`src/rtl/parallel_uart_tx_if.sv`:
```
// Store-bus bundle between the processor's write datapath and the UART
// transmitter: the write strobe, the ALU-computed address and the rd2 byte.
interface parallel_uart_tx_if;
    logic       we;
    logic [7:0] address;
    logic [7:0] wdata;

    // The CPU store path drives the bundle
    modport master (output we, address, wdata);

    // The UART transmitter only observes it
    modport slave (input we, address, wdata);
endinterface

```
`src/rtl/parallel_uart_tx.sv`:
```
// Buffered 8N1 UART transmitter for CPU store output. Bytes stored to
// PORT_ADDR are queued in a small circular FIFO and shifted out LSB first on
// txd. Back-to-back bytes are sent with no idle gap between frames.
module parallel_uart_tx #(
    parameter int          CLKS_PER_BIT = 434,
    parameter int          FIFO_DEPTH   = 4,
    parameter logic [7:0]  PORT_ADDR    = 8'hFE
) (
    input  logic                          clk,
    input  logic                          rst,
    parallel_uart_tx_if.slave             bus,
    input  logic                          clr_ovf,
    output logic                          txd,
    output logic                          busy,
    output logic                          empty,
    output logic                          full,
    output logic [$clog2(FIFO_DEPTH):0]   level,
    output logic                          overflow
);

    localparam int              PW         = $clog2(FIFO_DEPTH);
    localparam int              LW         = PW + 1;
    localparam logic [15:0]     BAUD_LAST  = 16'(CLKS_PER_BIT - 1);
    localparam logic [LW-1:0]   LEVEL_FULL = LW'(FIFO_DEPTH);

    typedef enum logic [1:0] {
        IDLE,
        START,
        DATA,
        STOP
    } tx_state_t;

    tx_state_t      state;
    logic [15:0]    baud_cnt;
    logic [2:0]     bit_idx;
    logic [7:0]     shift_reg;

    logic [7:0]     fifo_mem [FIFO_DEPTH];
    logic [PW-1:0]  rd_ptr;
    logic [PW-1:0]  wr_ptr;

    logic           push_req;
    logic           push;
    logic           pop;
    logic           bit_done;

    assign empty    = (level == '0);
    assign full     = (level == LEVEL_FULL);
    assign busy     = (state != IDLE);
    assign bit_done = (baud_cnt == BAUD_LAST);

    // The FSM takes the head byte when idle, or at the very last stop-bit
    // cycle so the next start bit follows without a gap
    assign pop      = !empty && ((state == IDLE) || ((state == STOP) && bit_done));

    // A full FIFO still accepts a byte when a slot frees up on the same edge
    assign push_req = bus.we && (bus.address == PORT_ADDR);
    assign push     = push_req && (!full || pop);

    // FIFO storage is deliberately left out of reset; only pointers are cleared
    always_ff @(posedge clk) begin
        if (push) begin
            fifo_mem[wr_ptr] <= bus.wdata;
        end
    end

    // Pointer and occupancy bookkeeping, with pointers wrapping naturally
    always_ff @(posedge clk or posedge rst) begin
        if (rst) begin
            rd_ptr <= '0;
            wr_ptr <= '0;
            level  <= '0;
        end else begin
            if (push) begin
                wr_ptr <= wr_ptr + PW'(1);
            end
            if (pop) begin
                rd_ptr <= rd_ptr + PW'(1);
            end
            case ({push, pop})
                2'b10:   level <= level + LW'(1);
                2'b01:   level <= level - LW'(1);
                default: level <= level;
            endcase
        end
    end

    // Sticky drop flag; a drop on the same edge as a clear keeps it set
    always_ff @(posedge clk or posedge rst) begin
        if (rst) begin
            overflow <= 1'b0;
        end else if (push_req && !push) begin
            overflow <= 1'b1;
        end else if (clr_ovf) begin
            overflow <= 1'b0;
        end
    end

    // Serializer FSM; txd is registered so no input reaches the line directly
    always_ff @(posedge clk or posedge rst) begin
        if (rst) begin
            state     <= IDLE;
            txd       <= 1'b1;
            baud_cnt  <= '0;
            bit_idx   <= '0;
            shift_reg <= '0;
        end else begin
            case (state)
                IDLE: begin
                    txd <= 1'b1;
                    if (pop) begin
                        shift_reg <= fifo_mem[rd_ptr];
                        baud_cnt  <= '0;
                        bit_idx   <= '0;
                        txd       <= 1'b0;
                        state     <= START;
                    end
                end
                START: begin
                    if (bit_done) begin
                        baud_cnt <= '0;
                        txd      <= shift_reg[0];
                        state    <= DATA;
                    end else begin
                        baud_cnt <= baud_cnt + 16'd1;
                    end
                end
                DATA: begin
                    if (bit_done) begin
                        baud_cnt <= '0;
                        if (bit_idx == 3'd7) begin
                            txd   <= 1'b1;
                            state <= STOP;
                        end else begin
                            shift_reg <= shift_reg >> 1;
                            txd       <= shift_reg[1];
                            bit_idx   <= bit_idx + 3'd1;
                        end
                    end else begin
                        baud_cnt <= baud_cnt + 16'd1;
                    end
                end
                STOP: begin
                    if (bit_done) begin
                        baud_cnt <= '0;
                        if (pop) begin
                            shift_reg <= fifo_mem[rd_ptr];
                            bit_idx   <= '0;
                            txd       <= 1'b0;
                            state     <= START;
                        end else begin
                            state <= IDLE;
                        end
                    end else begin
                        baud_cnt <= baud_cnt + 16'd1;
                    end
                end
                default: begin
                    txd   <= 1'b1;
                    state <= IDLE;
                end
            endcase
        end
    end

endmodule

```
`src/flat_wrapper.sv`:
```
// flat-port wrapper written by rule: the top's interface ports become plain ports
module parallel_uart_tx_flat 
#(
    parameter int          CLKS_PER_BIT = 434,
    parameter int          FIFO_DEPTH   = 4,
    parameter logic [7:0]  PORT_ADDR    = 8'hFE
)
  (clk, rst, clr_ovf, txd, busy, empty, full, level, overflow, bus_we, bus_address, bus_wdata);
  parallel_uart_tx_if bus_i ();
  input  logic clk;
  input  logic rst;
  input  logic clr_ovf;
  output logic txd;
  output logic busy;
  output logic empty;
  output logic full;
  output logic [$clog2(FIFO_DEPTH):0] level;
  output logic overflow;
  input wire logic [$bits(bus_i.we)-1:0] bus_we;
  input wire logic [$bits(bus_i.address)-1:0] bus_address;
  input wire logic [$bits(bus_i.wdata)-1:0] bus_wdata;
  assign bus_i.we = bus_we;
  assign bus_i.address = bus_address;
  assign bus_i.wdata = bus_wdata;
  parallel_uart_tx #(.CLKS_PER_BIT(CLKS_PER_BIT), .FIFO_DEPTH(FIFO_DEPTH), .PORT_ADDR(PORT_ADDR)) u_core (.clk(clk), .rst(rst), .bus(bus_i), .clr_ovf(clr_ovf), .txd(txd), .busy(busy), .empty(empty), .full(full), .level(level), .overflow(overflow));
endmodule
```
`config.mk`:
```
export PLATFORM = sky130hd
export DESIGN_NAME = parallel_uart_tx_flat
export DESIGN_NICKNAME = d
export VERILOG_FILES = /design/src/rtl/parallel_uart_tx_if.sv /design/src/rtl/parallel_uart_tx.sv /design/src/flat_wrapper.sv
export SDC_FILE = /design/constraint.sdc
export NUM_CORES = 1
export LEC_CHECK = 0
export CAP_MARGIN = 20
export CORE_ASPECT_RATIO = 1.5
export CORE_MARGIN = 4
export CORE_UTILIZATION = 55
export CTS_BUF_LIST = sky130_fd_sc_hd__clkbuf_2 sky130_fd_sc_hd__clkbuf_4 sky130_fd_sc_hd__clkbuf_8
export CTS_CLUSTER_SIZE = 14
export DETAILED_ROUTE_END_ITERATION = 8
export PLACE_DENSITY_LB_ADDON = 0.25
export SYNTH_ARGS = -nofsm -noshare
export SYNTH_HDL_FRONTEND = slang
export SYNTH_SLANG_ARGS = --single-unit
export TNS_END_PERCENT = 100
```
`constraint.sdc`:
```
create_clock -name clk -period 4.1 [get_ports clk]
set_input_delay 0.82 -clock clk [delete_from_list [all_inputs] [get_ports clk]]
set_output_delay 0.82 -clock clk [all_outputs]
set_load 0.005 [all_outputs]
```
# Word level (Yosys, flattened, before mapping)
# Memories as Yosys holds them, arrays and structs flattened.
# Cells that the tools add are included.
dict set report word_totals {
  reg_bits 38
  out_inout_bits 8
  memories 1
  ramBits 32
  in_bits 20
  wordCells 84
}
dict set report classes {
  mux 32
  addsub 6
  n_eq_ne 16
  n_reduce_logical 20
}
# name words width rd rd_ports_with_merged_regs write_ports line
set mem_list {}
lappend mem_list {u_core.fifo_mem 4 8 1 0 1 parallel_uart_tx.sv:38} ;# logic [7:0] fifo_mem [FIFO_DEPTH];
# operator count
set ops {}
lappend ops {{16-bit two-way mux} 2}
lappend ops {{8-bit two-way mux} 4}
lappend ops {{16-bit one-hot mux with 2 select lines} 1}
lappend ops {{8-bit one-hot mux with 3 select lines} 1}
lappend ops {{16-bit by 1-bit adder with 16-bit output (second input constant)} 1}
lappend ops {{16-bit by 9-bit == test with 1-bit output (second input constant)} 1}
lappend ops {{3-bit two-way mux} 4}
lappend ops {{2-bit by 1-bit != test with 1-bit output (second input constant)} 6}
lappend ops {{1-bit two-way mux} 11}
lappend ops {{2-bit two-way mux} 5}
lappend ops {{3-bit one-hot mux with 3 select lines} 1}
lappend ops {{8-bit == test (second input constant)} 1}
lappend ops {{2-bit one-hot mux with 4 select lines} 1}
lappend ops {{4-bit AND reduction} 2}
lappend ops {{3-bit by 1-bit adder with 3-bit output (second input constant)} 2}
lappend ops {{2-bit == test (second input constant)} 3}
lappend ops {{3-bit == test (second input constant)} 2}
lappend ops {{3-bit one-hot mux with 2 select lines} 1}
lappend ops {{2-bit nonzero test} 3}
lappend ops {{1-bit logical AND} 5}
lappend ops {{5-bit AND reduction} 1}
lappend ops {{2-bit by 1-bit adder with 2-bit output (second input constant)} 2}
lappend ops {{2-bit by 1-bit == test with 1-bit output (second input constant)} 2}
lappend ops {{1-bit one-hot mux with 4 select lines} 1}
lappend ops {{8 further kinds} 11}

# Longest topological paths before layout
dict set report depth {
  word_depth 9
  depth_mapped 12
  depth_no_buf 11
}

# Worst setup path after synthesis
# Ideal clock, no wire load.
dict set report synth_timing {
  kind {in2reg}
  startpoint {input bus_address[7]}
  endpoint {register u_core.level[1]}
  cell_stages 7
  slack_ns 1.322
  t_required_ns 4.018
  t_arrival_ns 2.696
  setup_time_ns 0.082
  path_cell_list {nand4_1 -> or4_1 -> buf_2 -> nand2_1 -> fa_1 -> or4_4 -> a22oi_2}
}
dict set report synth_between {
  elab_chain_len 5
  elab_cells_between_ends 7
  cone_classes {eq/ne: 3; mux: 1; reduce/logical: 3}
}
# item line
set synth_lines {}
lappend synth_lines {{from (decl)} flat_wrapper.sv:20} ;# input wire logic [$bits(bus_i.address)-1:0] bus_address;
lappend synth_lines {{8-bit == test *} parallel_uart_tx.sv:57} ;# assign push_req = bus.we && (bus.address == PORT_ADDR);
lappend synth_lines {{1-bit logical AND *} parallel_uart_tx.sv:57}
lappend synth_lines {{1-bit logical AND *} parallel_uart_tx.sv:58} ;# assign push = push_req && (!full || pop);
lappend synth_lines {{2-bit by 1-bit == test with 1-bit output / 2-bit == test (equally long branches)} parallel_uart_tx.sv:80} ;# case ({push, pop})
lappend synth_lines {{3-bit one-hot mux with 2 select lines / 2-bit nonzero test (equally long branches)} n/a}
lappend synth_lines {{to (signal assigned)} parallel_uart_tx.sv:81} ;# 2'b10: level <= level + LW'(1);
lappend synth_lines {{to (signal assigned)} parallel_uart_tx.sv:82} ;# 2'b01: level <= level - LW'(1);
lappend synth_lines {{to (signal assigned)} parallel_uart_tx.sv:83} ;# default: level <= level;
lappend synth_lines {{to (decl)} parallel_uart_tx.sv:17} ;# output logic [$clog2(FIFO_DEPTH):0] level,
# Every way passes the cells marked *; elsewhere a longest branch is shown, timed or not.
# A chain may end at the register's enable or synchronous reset.

# Worst setup path in the final report
dict set report layout_timing {
  startpoint {register u_core.baud_cnt[1]}
  endpoint {register u_core.level[1]}
}
dict set report layout_between {
  elab_chain_len 8
  elab_cells_between_ends 10
  cone_classes {eq/ne: 3; mux: 1; reduce/logical: 6}
}
# item line
set layout_lines {}
lappend layout_lines {{from (decl)} parallel_uart_tx.sv:34} ;# logic [15:0] baud_cnt;
lappend layout_lines {{from (signal assigned)} parallel_uart_tx.sv:125} ;# baud_cnt <= baud_cnt + 16'd1;
lappend layout_lines {{from (signal assigned)} parallel_uart_tx.sv:140} ;# baud_cnt <= baud_cnt + 16'd1;
lappend layout_lines {{from (signal assigned)} parallel_uart_tx.sv:155} ;# baud_cnt <= baud_cnt + 16'd1;
lappend layout_lines {{16-bit by 9-bit == test with 1-bit output *} parallel_uart_tx.sv:50} ;# assign bit_done = (baud_cnt == BAUD_LAST);
lappend layout_lines {{1-bit logical AND *} parallel_uart_tx.sv:54} ;# assign pop = !empty && ((state == IDLE) || ((state == STOP) && bit_done));
lappend layout_lines {{1-bit logical OR *} parallel_uart_tx.sv:54}
lappend layout_lines {{1-bit logical AND *} parallel_uart_tx.sv:54}
lappend layout_lines {{1-bit logical OR} parallel_uart_tx.sv:58}
lappend layout_lines {{1-bit logical AND} parallel_uart_tx.sv:58}
lappend layout_lines {{2-bit by 1-bit == test with 1-bit output / 2-bit == test (equally long branches)} parallel_uart_tx.sv:80}
lappend layout_lines {{3-bit one-hot mux with 2 select lines / 2-bit nonzero test (equally long branches)} n/a}
# Marks and branches as above.

==> metrics <==
Layout Skew=0.00741 ns; Die X=73.7 um; EDFF count, synth=32; port buffer count=27; Total Wirelength=6.70 mm; relative slew slack=42.7%; Fmax=329 MHz; total of max-cap violations=0; static leakage=between 1.5 and 2 nW; largest net degree at the start of global routing=22; met3 usage=4.54%; setup violators final=0; Fin Setup TNS=0 ns; DRC errors left=0; fin. max-slew vios=0; gr ovfl total=0; WL/cell=16.8 um; met2 Usage GRT=32.2%; GRT busiest layer=met2; worst hold start=u_core.bit_idx[2]; first-pass GRT wire length=approximately 11 mm; CTS Hold Buffers Added=0; reg2reg start=u_core.baud_cnt[1]; number of inserted diodes=0; Vias=2,380; 1st-pass router iterations=6; Die H=106 um; Setup crit end kind=flip-flop; status=finished clean; initial drt markers=137; Clock Tree Buf Depth=2; WP data required=4.37 ns; Hold Path Class=reg2reg; H-tree levels=3; CP Class=reg2reg; num ports=28; Register-to-Register Setup Slack=roughly 1.1 ns; initial antenna violation count=0; maximum vdd drop=about 270 uV; max reg flops=32; Pwr Density=320 nW/um2; R2R cell count=11; fin crit share=between 70 and 80%; cell count of the worst hold path=1; Num Clock Sinks=70; critical path launch point type=flip-flop; RSZ-0062 raised after global routing=no; Yosys reg bits=70; RR Endpoint=u_core.level[1]; row cnt=35; sequential area share after synthesis=53.8%; met1 GRT Util=22.3%; post-route ant nets=0; core area=6220 um2; Synth Warn #=0; Synthesized Nets=between 300 and 400; Vias/cell=5.96; HPWL after detailed placement=around 5.0 mm; # resized after CTS=0; Post-CTS Setup Inserts=0; TritonCTS clock tree=yes; Nets=around 360; Layout area overhead=14.4%; Initial Utilization=57.2%; crit-path max FO=20; Mapped Cells=293; endpoints failing hold=0; # placed instances=between 300 and 400; CTS root buf=clkbuf_8; die area=~8000 um2; Synth Cell Area=3560 um2; Hold Path Sink=u_core.bit_idx[2]; fin crit period=3.04 ns; All-Layer GR Usage=around a fifth; GPL Wtd Cong=around 0.83; total CTS buffers=9; async set or reset register ratio after synthesis=54.3%; Syn Area/Cell=12.1 um2; count of cell types in the netlist=between 50 and 60; CP Data Arrival Time=3.31 ns; Post-synth top flop=dfrtp_1; fin cells=399; share of cells above drive strength 1=16.0%; vias in the first global route=2,440; clock-pin slew on the worst setup and hold paths=0.08 ns; Worst-Skew Late Latency=0.35 ns; worst slew pin tran=0.851 ns
-- cells by family after synthesis --
family	Yosys count	synth area share [%]
adders and majority gates	15	5.49
and+or+nand+nor	90	13.6
DFF	70	53.8
AOI/OAI and AO/OA	52	9.92
buffers and inverters	29	3.41
xor gates and xnor gates	7	1.72
muxes	30	12.0
-- per-stage QoR --
stage / setup slack (ns) / util (%) / hold slack [ns] / instance area [um2] / power (mW)
finish: 1.06 / 65.4 / 0.503 / 4070 / 1.30
global route: 0.818 / 65.4 / 0.518 / 4070 / 1.35
CTS: 1.01 / 65.4 / 0.506 / 4070 / 1.31
detailed placement: 0.718 / 62.4 / 0.487 / 3880 / 0.791
global placement: 0.782 / 62.4 / 0.479 / 3880 / 0.789
floorplan: 1.32 / - / 0.459 / 3560 / 0.764
-- synthesized netlist by cell type (2+ instances only) --
cell type | number | area [um2]
o21ai_0 | 17 | 85.1
edfxtp_1 | 32 | 961
mux2i_1 | 3 | 30.0
nor4bb_1 | 2 | 20.0
ha_1 | 14 | 175
and4_1 | 3 | 26.3
a211oi_1 | 3 | 22.5
nor2_1 | 15 | 56.3
buf_2 | 7 | 35.0
o22ai_1 | 2 | 12.5
xnor2_1 | 4 | 35.0
nor4b_1 | 3 | 26.3
a21o_1 | 5 | 37.5
or3_1 | 3 | 18.8
nand2_1 | 22 | 82.6
xor2_1 | 3 | 26.3
and2_1 | 6 | 37.5
mux2_1 | 2 | 22.5
a21oi_1 | 7 | 35.0
or4_1 | 4 | 30.0
nand4_1 | 2 | 12.5
nand3_1 | 12 | 60.1
and3_1 | 2 | 12.5
dfrtp_1 | 37 | 926
clkbuf_1 | 7 | 26.3
nor3_1 | 9 | 45.0
inv_1 | 13 | 48.8
nor4_1 | 2 | 12.5
mux2_2 | 16 | 180
mux4_2 | 8 | 180
a32o_1 | 2 | 20.0
-- metal layers --
metal  share of wire [%]  up-vias
met5                   0        -
met3                 3.5       18
met4                 2.7        0
li1                    -     1154
met1                  40     1160
met2                  54       48
-- cell type report --
cell class,instances,area [um2]
clock buffers,9,124
multi-input cells,194,1520
well taps,74,92.6
clock inverters,7,62.6
repair buffers,31,300
inverters,14,52.6
fillers,485,2150
flip-flops and latches,70,1910
-- layout by cell type, fill, tap and decap left out, types with 4 or more instances in the layout --
cell	count
dfrtp_1	37
edfxtp_1	32
clkdlybuf4s50_1	27
nand2_1	22
o21ai_0	17
mux2_2	16
nor2_1	15
ha_1	14
inv_1	13
nand3_1	12
nor3_1	9
clkbuf_8	9
mux4_2	8
a21oi_1	7
and2_1	6
a21o_1	5
or4_1	4
xnor2_1	4
inv_6	4
buf_4	4
-- where the power goes --
group | internal (mW) | leakage [nW] | total [mW] | switching [mW]
Combinational | 0.0204 | 0.683 | 0.0378 | 0.0174
Clock | 0.233 | 0.0931 | 0.525 | 0.292
Sequential | 0.735 | 0.768 | 0.737 | 0.00182
-- how the worst max path moves through the flow --
stage,startpoint,end,cells after the start
finish,u_core.baud_cnt[1],u_core.level[1],11
global route,u_core.baud_cnt[1],u_core.level[1],11
CTS,u_core.baud_cnt[1],u_core.level[1],11
detailed placement,bus_address[5],u_core.level[1],7
global placement,bus_address[7],u_core.level[1],7
floorplan,bus_address[7],u_core.level[1],7
-- critical path: stages, from the launching register on --
cell,delay (ns)
dfrtp_1,0.40
inv_1,0.08
ha_1,0.14
nor4b_1,0.26
and4_1,0.23
buf_4,0.25
a21oi_2,0.15
nor2_1,0.21
nand2_1,0.10
fa_1,0.48
or4_4,0.55
a22oi_2,0.12
No activity file was read; power rests on OpenSTA's default activity.
